File: config.mk
export PLATFORM = sky130hd
export DESIGN_NAME = mem_port_arbiter
export DESIGN_NICKNAME = d
export VERILOG_FILES = /design/src/rtl/mem_port_arbiter_pkg.sv /design/src/rtl/mem_port_arbiter_watchdog.sv /design/src/rtl/mem_port_arbiter.sv
export SDC_FILE = /design/constraint.sdc
export NUM_CORES = 1
export LEC_CHECK = 0
export CORE_UTILIZATION = 44
export CTS_CLUSTER_DIAMETER = 30
export DETAILED_ROUTE_END_ITERATION = 10
export GPL_TIMING_DRIVEN = 0
export PLACE_DENSITY = 0.85
export SETUP_SLACK_MARGIN = 0.02
export SYNTH_ARGS = -nofsm -noshare
export SYNTH_HDL_FRONTEND = slang
export SYNTH_HIERARCHICAL = 1
export SYNTH_SLANG_ARGS = --single-unit
File: constraint.sdc
create_clock -name clk -period 2.6 [get_ports clk]
set_input_delay 0.26 -clock clk [delete_from_list [all_inputs] [get_ports clk]]
set_output_delay 0.26 -clock clk [all_outputs]
set_load 0.05 [all_outputs]
File: src/rtl/mem_port_arbiter_pkg.sv
// -----------------------------------------------------------------------------
// mem_port_arbiter_pkg
//
// Shared constants for the unified memory-port arbiter of the 5-stage MIPS
// pipeline:
//   - ARB_* : arbiter state encodings (kept as plain 2-bit constants so the
//             legacy controller and debug taps can decode them directly)
//   - GRANT_IF / GRANT_DM : encoding of the last_grant register
//   - pick_dm() : the fairness rule applied when the arbiter is idle
// -----------------------------------------------------------------------------
package mem_port_arbiter_pkg;

    localparam logic [1:0] ARB_IDLE    = 2'd0;
    localparam logic [1:0] ARB_BUSY_IF = 2'd1;
    localparam logic [1:0] ARB_BUSY_DM = 2'd2;
    localparam logic [1:0] ARB_DRAIN   = 2'd3;

    localparam logic GRANT_IF = 1'b0;
    localparam logic GRANT_DM = 1'b1;

    // Data port wins a tie unless it also won the previous grant; this
    // alternation keeps fetch alive under back-to-back loads/stores.
    function automatic logic pick_dm(input logic if_pend,
                                     input logic dm_pend,
                                     input logic last_grant);
        return dm_pend && (!if_pend || (last_grant == GRANT_IF));
    endfunction

endpackage

File: src/rtl/mem_port_arbiter_watchdog.sv
// -----------------------------------------------------------------------------
// mem_port_arbiter_watchdog
//
// Watchdog for the arbiter's memory handshake. Counts cycles spent waiting
// for mem_ack and raises a sticky error once the wait reaches TIMEOUT. The
// arbiter itself never aborts; this block only reports.
//
// Ports:
//   clk          clock
//   rst          synchronous active-high reset (clears counter and error)
//   clear        a new transaction was granted this cycle; restart the count
//   busy         arbiter is waiting on the memory (BUSY_IF/BUSY_DM/DRAIN)
//   ack          memory completion this cycle
//   timeout_err  sticky error, set when the wait count reaches TIMEOUT
// -----------------------------------------------------------------------------
module mem_port_arbiter_watchdog #(
    parameter int TIMEOUT = 255
) (
    input  logic clk,
    input  logic rst,
    input  logic clear,
    input  logic busy,
    input  logic ack,
    output logic timeout_err
);

    localparam int CW = (TIMEOUT < 2) ? 1 : $clog2(TIMEOUT + 1);
    localparam logic [CW-1:0] LIMIT     = CW'(TIMEOUT);
    localparam logic [CW-1:0] LAST_STEP = CW'(TIMEOUT - 1);

    logic [CW-1:0] count;

    // NOTE: sequential state is written only with non-blocking assignments so
    // every register samples the pre-edge value of every other register.
    always_ff @(posedge clk) begin
        if (rst) begin
            count       <= '0;
            timeout_err <= 1'b0;
        end else if (clear) begin
            count <= '0;
        end else if (busy && !ack && (count != LIMIT)) begin
            // Saturate at LIMIT; the error flag is raised on the same edge
            // the count arrives there and then stays until reset.
            count <= count + 1'b1;
            if (count == LAST_STEP) begin
                timeout_err <= 1'b1;
            end
        end
    end

endmodule

File: src/rtl/mem_port_arbiter.sv
// -----------------------------------------------------------------------------
// mem_port_arbiter
//
// Shares the single unified memory port between instruction fetch (IF) and
// the MEM stage (lw/sw). Each transaction is a req/ack handshake with a
// variable-latency memory: mem_req and its address/data are registered on
// grant and held until mem_ack. Results return as one-cycle done pulses with
// captured read data, and per-stage stall flags feed the pipeline controller.
//
// Ports:
//   clk, rst                 clock, synchronous active-high reset
//   if_req/if_addr/if_kill   fetch request, address, branch/jump flush
//   if_done/if_rdata         fetch completion pulse and instruction word
//   if_stall                 if_req && !if_done
//   dm_req/dm_we/dm_addr/dm_wdata   data request (we=1 store, 0 load)
//   dm_done/dm_rdata         data completion pulse and load data
//   dm_stall                 dm_req && !dm_done
//   mem_req/mem_we/mem_addr/mem_wdata   memory request, held until mem_ack
//   mem_ack/mem_rdata        memory completion pulse and read data
//   timeout_err              sticky watchdog error
// -----------------------------------------------------------------------------
module mem_port_arbiter
    import mem_port_arbiter_pkg::*;
#(
    parameter int ADDR_WIDTH = 32,
    parameter int DATA_WIDTH = 32,
    parameter int TIMEOUT    = 255
) (
    input  logic                  clk,
    input  logic                  rst,

    input  logic                  if_req,
    input  logic [ADDR_WIDTH-1:0] if_addr,
    input  logic                  if_kill,
    output logic                  if_done,
    output logic [DATA_WIDTH-1:0] if_rdata,
    output logic                  if_stall,

    input  logic                  dm_req,
    input  logic                  dm_we,
    input  logic [ADDR_WIDTH-1:0] dm_addr,
    input  logic [DATA_WIDTH-1:0] dm_wdata,
    output logic                  dm_done,
    output logic [DATA_WIDTH-1:0] dm_rdata,
    output logic                  dm_stall,

    output logic                  mem_req,
    output logic                  mem_we,
    output logic [ADDR_WIDTH-1:0] mem_addr,
    output logic [DATA_WIDTH-1:0] mem_wdata,
    input  logic                  mem_ack,
    input  logic [DATA_WIDTH-1:0] mem_rdata,

    output logic                  timeout_err
);

    logic [1:0] state;
    logic       last_grant;

    logic if_pend;
    logic dm_pend;
    logic grant_if;
    logic grant_dm;
    logic grant;
    logic waiting;

    // A requester whose done pulse is still high is masked: it is in the
    // middle of dropping its request and must not be granted again.
    // A fetch being killed is dropped without ever reaching the memory.
    assign if_pend = if_req && !if_kill && !if_done;
    assign dm_pend = dm_req && !dm_done;

    // NOTE: every signal written in this always_comb gets a default first, so
    // no path can leave it unassigned and infer a latch.
    always_comb begin
        grant_dm = 1'b0;
        grant_if = 1'b0;
        if (state == ARB_IDLE) begin
            grant_dm = pick_dm(if_pend, dm_pend, last_grant);
            grant_if = if_pend && !grant_dm;
        end
    end

    assign grant   = grant_if || grant_dm;
    assign waiting = (state != ARB_IDLE);

    assign if_stall = if_req && !if_done;
    assign dm_stall = dm_req && !dm_done;

    always_ff @(posedge clk) begin
        if (rst) begin
            state      <= ARB_IDLE;
            last_grant <= GRANT_IF;
            mem_req    <= 1'b0;
            mem_we     <= 1'b0;
            mem_addr   <= '0;
            mem_wdata  <= '0;
            if_done    <= 1'b0;
            if_rdata   <= '0;
            dm_done    <= 1'b0;
            dm_rdata   <= '0;
        end else begin
            // Done flags are pulses: cleared every cycle unless re-asserted.
            if_done <= 1'b0;
            dm_done <= 1'b0;

            case (state)
                ARB_IDLE: begin
                    if (grant_dm) begin
                        state      <= ARB_BUSY_DM;
                        mem_req    <= 1'b1;
                        mem_we     <= dm_we;
                        mem_addr   <= dm_addr;
                        mem_wdata  <= dm_wdata;
                        last_grant <= GRANT_DM;
                    end else if (grant_if) begin
                        state      <= ARB_BUSY_IF;
                        mem_req    <= 1'b1;
                        mem_we     <= 1'b0;
                        mem_addr   <= if_addr;
                        last_grant <= GRANT_IF;
                    end
                end

                ARB_BUSY_IF: begin
                    if (mem_ack) begin
                        mem_req <= 1'b0;
                        state   <= ARB_IDLE;
                        // A kill landing on the ack cycle still completes the
                        // bus transaction but the stale instruction is dropped.
                        if (!if_kill) begin
                            if_rdata <= mem_rdata;
                            if_done  <= 1'b1;
                        end
                    end else if (if_kill) begin
                        // The memory cannot be cancelled: keep mem_req up and
                        // swallow the eventual ack.
                        state <= ARB_DRAIN;
                    end
                end

                ARB_BUSY_DM: begin
                    if (mem_ack) begin
                        mem_req <= 1'b0;
                        dm_done <= 1'b1;
                        state   <= ARB_IDLE;
                        // Stores leave dm_rdata holding the last load value.
                        if (!mem_we) begin
                            dm_rdata <= mem_rdata;
                        end
                    end
                end

                ARB_DRAIN: begin
                    if (mem_ack) begin
                        mem_req <= 1'b0;
                        state   <= ARB_IDLE;
                    end
                end

                default: begin
                    state   <= ARB_IDLE;
                    mem_req <= 1'b0;
                end
            endcase
        end
    end

    mem_port_arbiter_watchdog #(
        .TIMEOUT (TIMEOUT)
    ) u_watchdog (
        .clk         (clk),
        .rst         (rst),
        .clear       (grant),
        .busy        (waiting),
        .ack         (mem_ack),
        .timeout_err (timeout_err)
    );

endmodule

==> run metrics <==
status=finished clean; synthesis warning total=6; antenna-violating nets left=0; commonest non-fill, non-tap cells in the layout=269 x clkdlybuf4s50_1, 263 x nand2_1, 144 x dfxtp_1; setup bufs post-CTS=0; Nets=1126; post-synthesis instance area=5680 sq um; # diodes=0; RSZ-0062 raised after global routing=no; htree depth=4; vias per cell=4.99; Synth cell types=45; IO Count=270; # rows=41; CP max FO=10; final setup fails=0; mean post-synth cell area=8.11 sq um; max-slew violation count=0; WS Path Type=primary input to flop; GR Util met2=45.3%; Setup crit start kind=primary input; Area growth syn-to-layout=61.5%; IO buf count=269; total global-route track usage=26.8%; drt pass-1 iters=5; max frequency=0.472 GHz; TNS Setup=0 ns; Hold WS=0.383 ns; WP data required=2.88 ns; HPWL after DPL=13.1 mm; Placement Setup Slack=0.00694 ns; final hold violation count=0; DRT iter0 DRCs=358; fin crit period=2.12 ns; CTS tree=done; CTS Hold Bufs=0; Seq cells post-synth=144; Least-Margin Pin Slew=0.719 ns; clk sinks=144; final wirelength=17.7 mm; gr ovfl total=0; largest net degree at the start of global routing=17; synth top area cells=dfxtp_1 51%, nand2_1 17%, a21oi_1 9.2%; fin util=72.7%; Clock Pin Slew Worst Setup and Hold Paths=0.06 ns; die area=13400 sq um; MaxCap Viol Count=0; vias=5854; final worst path period share=81.5%; post-synthesis sequential area ratio=50.7%; fillers=988; area of the core=12600 sq um; Die Y=116 microns; worst rel slew slack=52.0%; maximum root-to-sink buffer count=2; top cell type's share of synthesized area=50.7%; fin worst setup slack=0.482 ns; Hold Crit Class=primary input to flop; gr busiest metal=met2; post-CTS resize count=0; worst skew pair latency=0.42 ns; Critical Path End Type=flop; initial core utilization=45.0%; Die Wd=116 microns; PD cells=907 nW/um^2; Root Buffer=clkbuf_16; layout cells sized above 1=8.19%; WL per Instance=15.1 microns; met3 Resource Use GR=8.73%; DRC Markers=0; vias in the first global route=5513; Post-Syn Nets=838; commonest non-fill, non-tap cell in the layout=clkdlybuf4s50_1; CTS Buf Count=17; crit path DAT=2.40 ns; Synth area leader=dfxtp_1; P_leak=3.32 nW; total power=8.32 mW; first-pass GRT wire length=27.5 mm; M1 GR Usage=30.9%; Final GP Congestion=0.800; cell count after synthesis=701; Peak supply drop=0.498 mV; antenna violations before repair=0; Setup Skew=0.00457 ns
[final timing paths]
kind,end,start,cells after the start,slack (ns)
worst min-delay path,mem_wdata[22],dm_wdata[22],3,0.38
worst max register to register,u_watchdog/count[3],state[1],10,0.52
worst min register to register,mem_wdata[22],mem_wdata[22],2,0.45
worst max-delay path,mem_wdata[6],rst,5,0.48
[report_power, final]
group          switching [mW]  internal [mW]  total [mW]  leakage, nW
sequential              0.157           2.52        2.68         1.18
clock                   0.919           1.53        2.45        0.285
combinational            2.06           1.13        3.19         1.86
total                    3.14           5.18        8.32         3.32
[cells in the mapped netlist (all sizes together)]
| cell | instances |
|---|---|
| nor2b | 3 |
| nand4bb | 1 |
| o211ai | 1 |
| ha | 2 |
| and2 | 2 |
| nor2 | 42 |
| nand4b | 1 |
| nand2 | 263 |
| a21o | 1 |
| dfxtp | 144 |
| nor3b | 4 |
| o31ai | 1 |
| nand3 | 3 |
| and4b | 1 |
| inv | 6 |
| a311oi | 33 |
| or2 | 2 |
| buf | 24 |
| nor3 | 1 |
| nand2b | 2 |
| nor4b | 1 |
| or3b | 1 |
| a41oi | 1 |
| nand3b | 2 |
| a21oi | 105 |
| o221ai | 1 |
| nand4 | 4 |
| a211oi | 1 |
| nor4 | 1 |
| and3 | 2 |
| a31oi | 2 |
| and4 | 2 |
| clkbuf | 33 |
| mux2i | 2 |
| a22oi | 1 |
| nor4bb | 1 |
| or3 | 1 |
| o21ai | 3 |
[layer usage]
layer  wire length, microns  vias to the layer above  part of all wire, %
li1                       -                     2911                    -
met2                   8660                      213                   49
met1                   7060                     2698                   40
met3                   1580                       32                  8.9
met5                      0                        -                    0
met4                    431                        0                  2.4
[per-stage QoR]
stage	instance area (sq um)	std cells
2_1_floorplan	5680	701
3_3_place_gp	8590	1142
3_5_place_dp	8590	1142
4_1_cts	9180	1173
5_1_grt	9180	1173
6_report	9180	1173
[area by class of cell]
class                           instances  area (sq um)  area share, %
Sequential cell                       144          2880           31.4
Tap cell                              172           215           2.34
Inverter                                6          22.5          0.245
Clock inverter                          9           134           1.46
Clock buffer                           22           454           4.95
Timing Repair Buffer                  269          2690           29.3
Multi-Input combinational cell        494          2480           27.1
Buffer                                 57           292           3.18
[logic make-up after synthesis]
kind of cell / synth area share (%)
AO/OA/AOI/OAI: 18.0
adder cells (fa/ha/maj): 0.440
buffers and inverters: 5.53
flip-flops: 50.7
multiplexers: 0.352
AND/OR/NAND/NOR: 25.0
[critical path, stage by stage]
cell and delay, ns:
clkdlybuf4s50_1 0.54, clkbuf_1 0.47, clkbuf_1 0.59, clkbuf_1 0.44
a21oi_1 0.09
[sequential cells by signal, summed over array words and instances (netlist names)]
signal,cells
mem_we,1
u_watchdog/timeout_err,1
dm_rdata,32
last_grant,1
mem_addr,32
dm_done,1
mem_wdata,32
u_watchdog/count,8
if_rdata,32
if_done,1
state,2
mem_req,1
Power figures use the tool's default switching activity.
